## src/rtl/hello_uart_rx.sv

```systemverilog
// UART 8N1 receiver with a "HELLO" sequence detector on the accepted byte stream.
// Latency: rx_valid 2 + CLKS_PER_BIT/2 + 9*CLKS_PER_BIT + 1 cycles after the start edge; hello_match same cycle as rx_valid.
// Backpressure: none; pulses are single-cycle and must be consumed when issued.
//
// Ports:
//   clk          system clock, all state on rising edge
//   reset        synchronous active-low reset
//   serial_rx    asynchronous UART line (idle high, LSB first)
//   rx_byte      last correctly framed byte, held until the next good frame
//   rx_valid     one-cycle pulse, rx_byte is new in that cycle
//   frame_err    one-cycle pulse, stop bit sampled low
//   hello_match  one-cycle pulse when the byte stream completes "HELLO"
//   match_count  number of hello_match pulses since reset (wraps)
module hello_uart_rx #(
    parameter int CLKS_PER_BIT = 1231,
    parameter int DATA_WIDTH   = 8
) (
    input  logic       clk,
    input  logic       reset,
    input  logic       serial_rx,
    output logic [7:0] rx_byte,
    output logic       rx_valid,
    output logic       frame_err,
    output logic       hello_match,
    output logic [7:0] match_count
);

    localparam int CNT_W = $clog2(CLKS_PER_BIT);
    localparam logic [CNT_W-1:0] FULL_M1 = CNT_W'(CLKS_PER_BIT - 1);
    localparam logic [CNT_W-1:0] HALF_M1 = CNT_W'(CLKS_PER_BIT / 2 - 1);
    localparam logic [2:0]       LAST_BIT = 3'(DATA_WIDTH - 1);

    typedef enum logic [2:0] {IDLE, START, DATA, STOP, WAIT_IDLE} rx_state_t;
    typedef enum logic [2:0] {M_IDLE, M_H, M_HE, M_HEL, M_HELL} m_state_t;

    rx_state_t        state, state_nxt;
    m_state_t         m_state, m_nxt;
    logic             sync1, sync2;
    logic [CNT_W-1:0] cnt;
    logic [2:0]       bit_idx;
    logic [7:0]       shreg;
    logic             cnt_clr, take_bit, stop_smp;

    // Two-flop synchronizer; idles high so reset never looks like a start bit.
    always_ff @(posedge clk) begin
        if (!reset) begin
            sync1 <= 1'b1;
            sync2 <= 1'b1;
        end else begin
            sync1 <= serial_rx;
            sync2 <= sync1;
        end
    end

    always_ff @(posedge clk) begin
        if (!reset) state <= IDLE;
        else        state <= state_nxt;
    end

    always_comb begin
        state_nxt = state;
        cnt_clr   = 1'b0;
        take_bit  = 1'b0;
        stop_smp  = 1'b0;
        case (state)
            IDLE: begin
                cnt_clr = 1'b1;
                if (!sync2) state_nxt = START;
            end
            START: begin
                // Mid-start-bit check rejects short glitches.
                if (cnt == HALF_M1) begin
                    cnt_clr   = 1'b1;
                    state_nxt = sync2 ? IDLE : DATA;
                end
            end
            DATA: begin
                if (cnt == FULL_M1) begin
                    cnt_clr  = 1'b1;
                    take_bit = 1'b1;
                    if (bit_idx == LAST_BIT) state_nxt = STOP;
                end
            end
            STOP: begin
                if (cnt == FULL_M1) begin
                    cnt_clr   = 1'b1;
                    stop_smp  = 1'b1;
                    state_nxt = sync2 ? IDLE : WAIT_IDLE;
                end
            end
            WAIT_IDLE: begin
                cnt_clr = 1'b1;
                if (sync2) state_nxt = IDLE;
            end
            default: state_nxt = IDLE;
        endcase
    end

    always_ff @(posedge clk) begin
        if (!reset) begin
            cnt       <= '0;
            bit_idx   <= '0;
            shreg     <= '0;
            rx_byte   <= '0;
            rx_valid  <= 1'b0;
            frame_err <= 1'b0;
        end else begin
            cnt       <= cnt_clr ? '0 : cnt + 1'b1;
            rx_valid  <= stop_smp & sync2;
            frame_err <= stop_smp & ~sync2;
            if (state == IDLE) bit_idx <= '0;
            else if (take_bit) bit_idx <= bit_idx + 1'b1;
            if (take_bit) shreg[bit_idx] <= sync2;
            // A bad stop bit leaves the previous good byte visible.
            if (stop_smp && sync2) rx_byte <= shreg;
        end
    end

    always_ff @(posedge clk) begin
        if (!reset) begin
            m_state     <= M_IDLE;
            match_count <= '0;
        end else begin
            m_state     <= m_nxt;
            match_count <= match_count + {7'd0, hello_match};
        end
    end

    always_comb begin
        logic [7:0] expect_chr;
        m_nxt       = m_state;
        hello_match = 1'b0;
        case (m_state)
            M_IDLE:  expect_chr = 8'h48;
            M_H:     expect_chr = 8'h45;
            M_HE:    expect_chr = 8'h4C;
            M_HEL:   expect_chr = 8'h4C;
            M_HELL:  expect_chr = 8'h4F;
            default: expect_chr = 8'h48;
        endcase
        if (frame_err) begin
            m_nxt = M_IDLE;
        end else if (rx_valid) begin
            if (rx_byte == expect_chr) begin
                case (m_state)
                    M_IDLE:  m_nxt = M_H;
                    M_H:     m_nxt = M_HE;
                    M_HE:    m_nxt = M_HEL;
                    M_HEL:   m_nxt = M_HELL;
                    default: begin
                        m_nxt       = M_IDLE;
                        hello_match = 1'b1;
                    end
                endcase
            end else begin
                // An unexpected 'H' can still begin a fresh "HELLO".
                m_nxt = (rx_byte == 8'h48) ? M_H : M_IDLE;
            end
        end
    end

endmodule
```

## config.mk

```make
export PLATFORM = sky130hd
export DESIGN_NAME = hello_uart_rx
export DESIGN_NICKNAME = d
export VERILOG_FILES = /design/src/rtl/hello_uart_rx.sv
export SDC_FILE = /design/constraint.sdc
export NUM_CORES = 1
export LEC_CHECK = 0
export CELL_PAD_IN_SITES_DETAIL_PLACEMENT = 0
export CELL_PAD_IN_SITES_GLOBAL_PLACEMENT = 1
export CORE_MARGIN = 5
export CORE_UTILIZATION = 44
export DETAILED_ROUTE_END_ITERATION = 12
export GPL_TIMING_DRIVEN = 0
export PLACE_DENSITY = 0.91
export SLEW_MARGIN = 15
export SYNTH_ARGS = -nofsm -noshare
export SYNTH_HDL_FRONTEND = slang
export SYNTH_SLANG_ARGS = --single-unit
```

## constraint.sdc

```tcl
create_clock -name clk -period 2.5 [get_ports clk]
set_input_delay 0.75 -clock clk [delete_from_list [all_inputs] [get_ports clk]]
set_output_delay 0.75 -clock clk [all_outputs]
set_load 0.005 [all_outputs]
```

==> results.yml <==
run_status:
  outcome: "finished, violations left"
  violations: "setup timing"
worst_setup_path:
  worst_r2r_endpoint: "match_count[7]"
  timing_worst_setup_path_type: "reg2out"
  ff2ff_setup_slack_ns: 0.11
  r2r_cells: 11
  r2r-start: "m_state[1]"
  worst-path-max-fanout: 2
  start_kind: "flip-flop"
  end_kind: "primary output"
  worstPathArrival_ns: 1.85
  crit_required_ns: 1.75
timing:
  slew_headroom_pct: 69.82
  tightest_slew_ns: 0.4489
  fin_crit_sh_pct: 103.9
  hold_ws_ns: 0.4104
  setup_tns_ns: -0.09762
  setup_slack_ns: -0.09762
  rsz0062_at_grt: "true"
  finalHoldViolCount: 0
  max_freq_ghz: 0.3850
  setup_viol: 1
  final_max_slew_viol_count: 0
  fin_crit_ns: 2.598
  clock_skew_ns: 0.005454
drt:
  vias: 1772
  viasPerCell: 5.136
  firstDrtPassIters: 4
  route.detailed.drc: 0
  drtIter0Drc: 82
  antenna_left: 0
  finalWirelength_um: 4268
  wl_per_cell_um: 12.37
pwr:
  power_density_mw_per_mm2: 466.4
  power.leakage_nw: 1.029
  p_total_mw: 1.274
  ir_drop_mv: 0.1813
  netSwitchingFraction_pct: 22.92
  p_comb_share_pct: 4.8
  clockPowerShare_pct: 34.0
  p_sw_mw: 0.2920
  p_int_mw: 0.9818
  seqPwrFrac_pct: 61.2
job:
  cap_violations: 0
worst_hold_path:
  min_path_type: "reg2reg"
  holdPathStages: 1
  hold_start: "sync1"
  hold_end: "sync2"
cells_and_area:
  seq_area_sq_um: 972.2
  final_area_sq_mm: 0.002731
  multiInputGateArea_sq_mm: 0.001301
  drive_gt1_share_pct: 12.00
  fill_cells: 492
  syn_to_final_growth_pct: 18.64
  finalNetCount: 284
  num_antenna_cells: 0
grt:
  track_usage_pct: 13.65
  grt.overflow.total: 0
  grt_pass1_wl_um: 7286
  grt_max_degree: 14
  antenna_found_initial: 0
  grtUsageMet1_pct: 17.90
  grt.busiest_layer: "met2"
  grt_pass1_vias: 1609
  use_met2_pct: 21.96
  use_met3_pct: 3.254
floorplan:
  rows: 26
  die_x_um: 82.34
  ioPinCount: 22
  fp.coreArea_sq_mm: 0.005107
  design.die.area_sq_mm: 0.006779
  start_util_pct: 45.08
  die_h_um: 82.34
logic_synthesis:
  syn_avg_cell_area_sq_um: 9.435
  ys_async_sr_fraction_pct: 0
  synth_edf_count: 0
  synth_seq_cells: 48
  synth.distinct_cells: 48
  yosysWarnings: 0
  synthCells: 244
  syn_area_sq_mm: 0.002302
  yosysSeqAreaShare_pct: 41.74
  syn_nets: 253
  synth_ff_type: "dfxtp_1"
clock_network:
  cts_buffers: 5
  cts_hold_buf: 0
  cts_tree: "built"
  clk_path_buf_depth: 2
  htree_levels: 2
  clock_sinks: 48
  cts.clk_slew.worst_paths_ns: 0.08
  clkLatencyLatePin_ns: 0.29
  cts_root_buffer: "clkbuf_8"
placed_design:
  gp_congestion: 0.7661
  portBuffers: 20
  place_area_sq_mm: 0.002590
  dp_hpwl_um: 3018
## stage by stage
stage / util [%] / setup slack, ns / cells
finish: 53.48 / -0.09762 / 345
global route: 53.48 / -0.2087 / 345
CTS: 52.69 / -0.1262 / 344
detailed placement: 50.71 / -0.2926 / 334
global placement: 50.71 / -0.2678 / 334
floorplan: - / 0.2082 / 244
## layout make-up
cell class	instances	share of cell area, %
buffer	10	1.649
clock buffer	6	2.657
clock inverter	1	0.1832
inverter	4	0.5497
multi-input combinational	181	47.64
sequential	48	35.59
tap	70	3.207
timing repair buffer	25	8.520
## sequential cells by signal (all words and copies together), names as in the netlist
signal,count
frame_err,1
state,3
bit_idx,3
rx_valid,1
sync2,1
sync1,1
shreg,8
rx_byte,8
match_count,8
cnt,11
m_state,3
## cell usage after synthesis, types with 2 or more instances
master | count | share of area (%)
a21oi_1 | 6 | 1.3
a31oi_1 | 2 | 0.54
and2_1 | 9 | 2.4
and3_1 | 4 | 1.1
and4_1 | 3 | 1.1
and4b_1 | 2 | 0.87
buf_2 | 3 | 0.65
clkbuf_1 | 6 | 0.98
dfxtp_1 | 48 | 42
ha_1 | 6 | 3.3
inv_1 | 4 | 0.65
mux2i_1 | 18 | 7.8
nand2_1 | 20 | 3.3
nand2b_1 | 10 | 2.7
nand3_1 | 9 | 2.0
nand3b_1 | 2 | 0.65
nand4_1 | 6 | 1.6
nand4b_1 | 5 | 1.9
nor2_1 | 22 | 3.6
nor2b_1 | 8 | 2.2
nor3_1 | 2 | 0.43
nor3b_2 | 3 | 1.6
o21a_1 | 2 | 0.65
o21ai_0 | 3 | 0.65
o21ai_1 | 2 | 0.43
o221ai_1 | 2 | 0.76
o31ai_1 | 2 | 0.65
xnor2_1 | 8 | 3.0
xor2_1 | 8 | 3.0
## what timing repair did
action,4_1_cts,5_1_grt
resized for setup,10,6
buffers inserted,4,1
pin swaps,3,1
endpoints found under the setup margin,1,5
## kinds of logic (layout without fill, tap and decap cells)
group	Yosys count	after routing	share of synthesized area, %
fa+ha+maj	6	6	3.261
flops	48	48	41.74
xor+xnor	16	16	6.087
simple gates	116	116	30.65
buf+inv	15	46	3.097
compound gates	25	25	7.337
mux	18	18	7.826
## worst max path at each step
stage / from / to / slack (ns)
floorplan: m_state[1] / match_count[5] / 0.21
CTS: m_state[1] / hello_match / -0.13
global route: m_state[1] / hello_match / -0.21
detailed placement: m_state[1] / hello_match / -0.29
global placement: m_state[1] / hello_match / -0.27
finish: m_state[1] / hello_match / -0.1
## critical path, cell delays in order (launching register included)
cell and delay [ns]:
dfxtp_4 0.35, or4b_1 0.50, o21ai_1 0.10, a32o_2 0.16, nand4_1 0.11, nor3b_2 0.20, buf_2 0.14
## cell usage in the layout (no fill, tap or decap), drive strengths merged, types with 8 or more instances in the layout
cell,instances
xnor2,8
and2,9
mux2i,18
xor2,8
nand2b,10
buf,10
clkdlybuf4s50,19
dfxtp,48
nand3,10
clkbuf,12
nor2,22
nor2b,9
nand2,21
## metal layers
metal | wire, um | part of all wire [%] | vias to the layer above
li1 | - | - | 911
met1 | 2113 | 50 | 820
met2 | 1909 | 45 | 35
met3 | 200 | 4.7 | 6
met4 | 44 | 1.0 | 0
met5 | 0 | 0 | -
## power groups by stage
| stage | clock [mW] | sequential, mW | combinational (mW) |
|---|---|---|---|
| after global routing | 0.479 | 0.781 | 0.0694 |
| after floorplan | 0 | 0.798 | 0.0474 |
| after global placement | 0 | 0.800 | 0.0609 |
| after CTS | 0.451 | 0.780 | 0.0619 |
| final | 0.434 | 0.779 | 0.0612 |
| after detailed placement | 0 | 0.800 | 0.0614 |
Power figures use the tool's default switching activity.
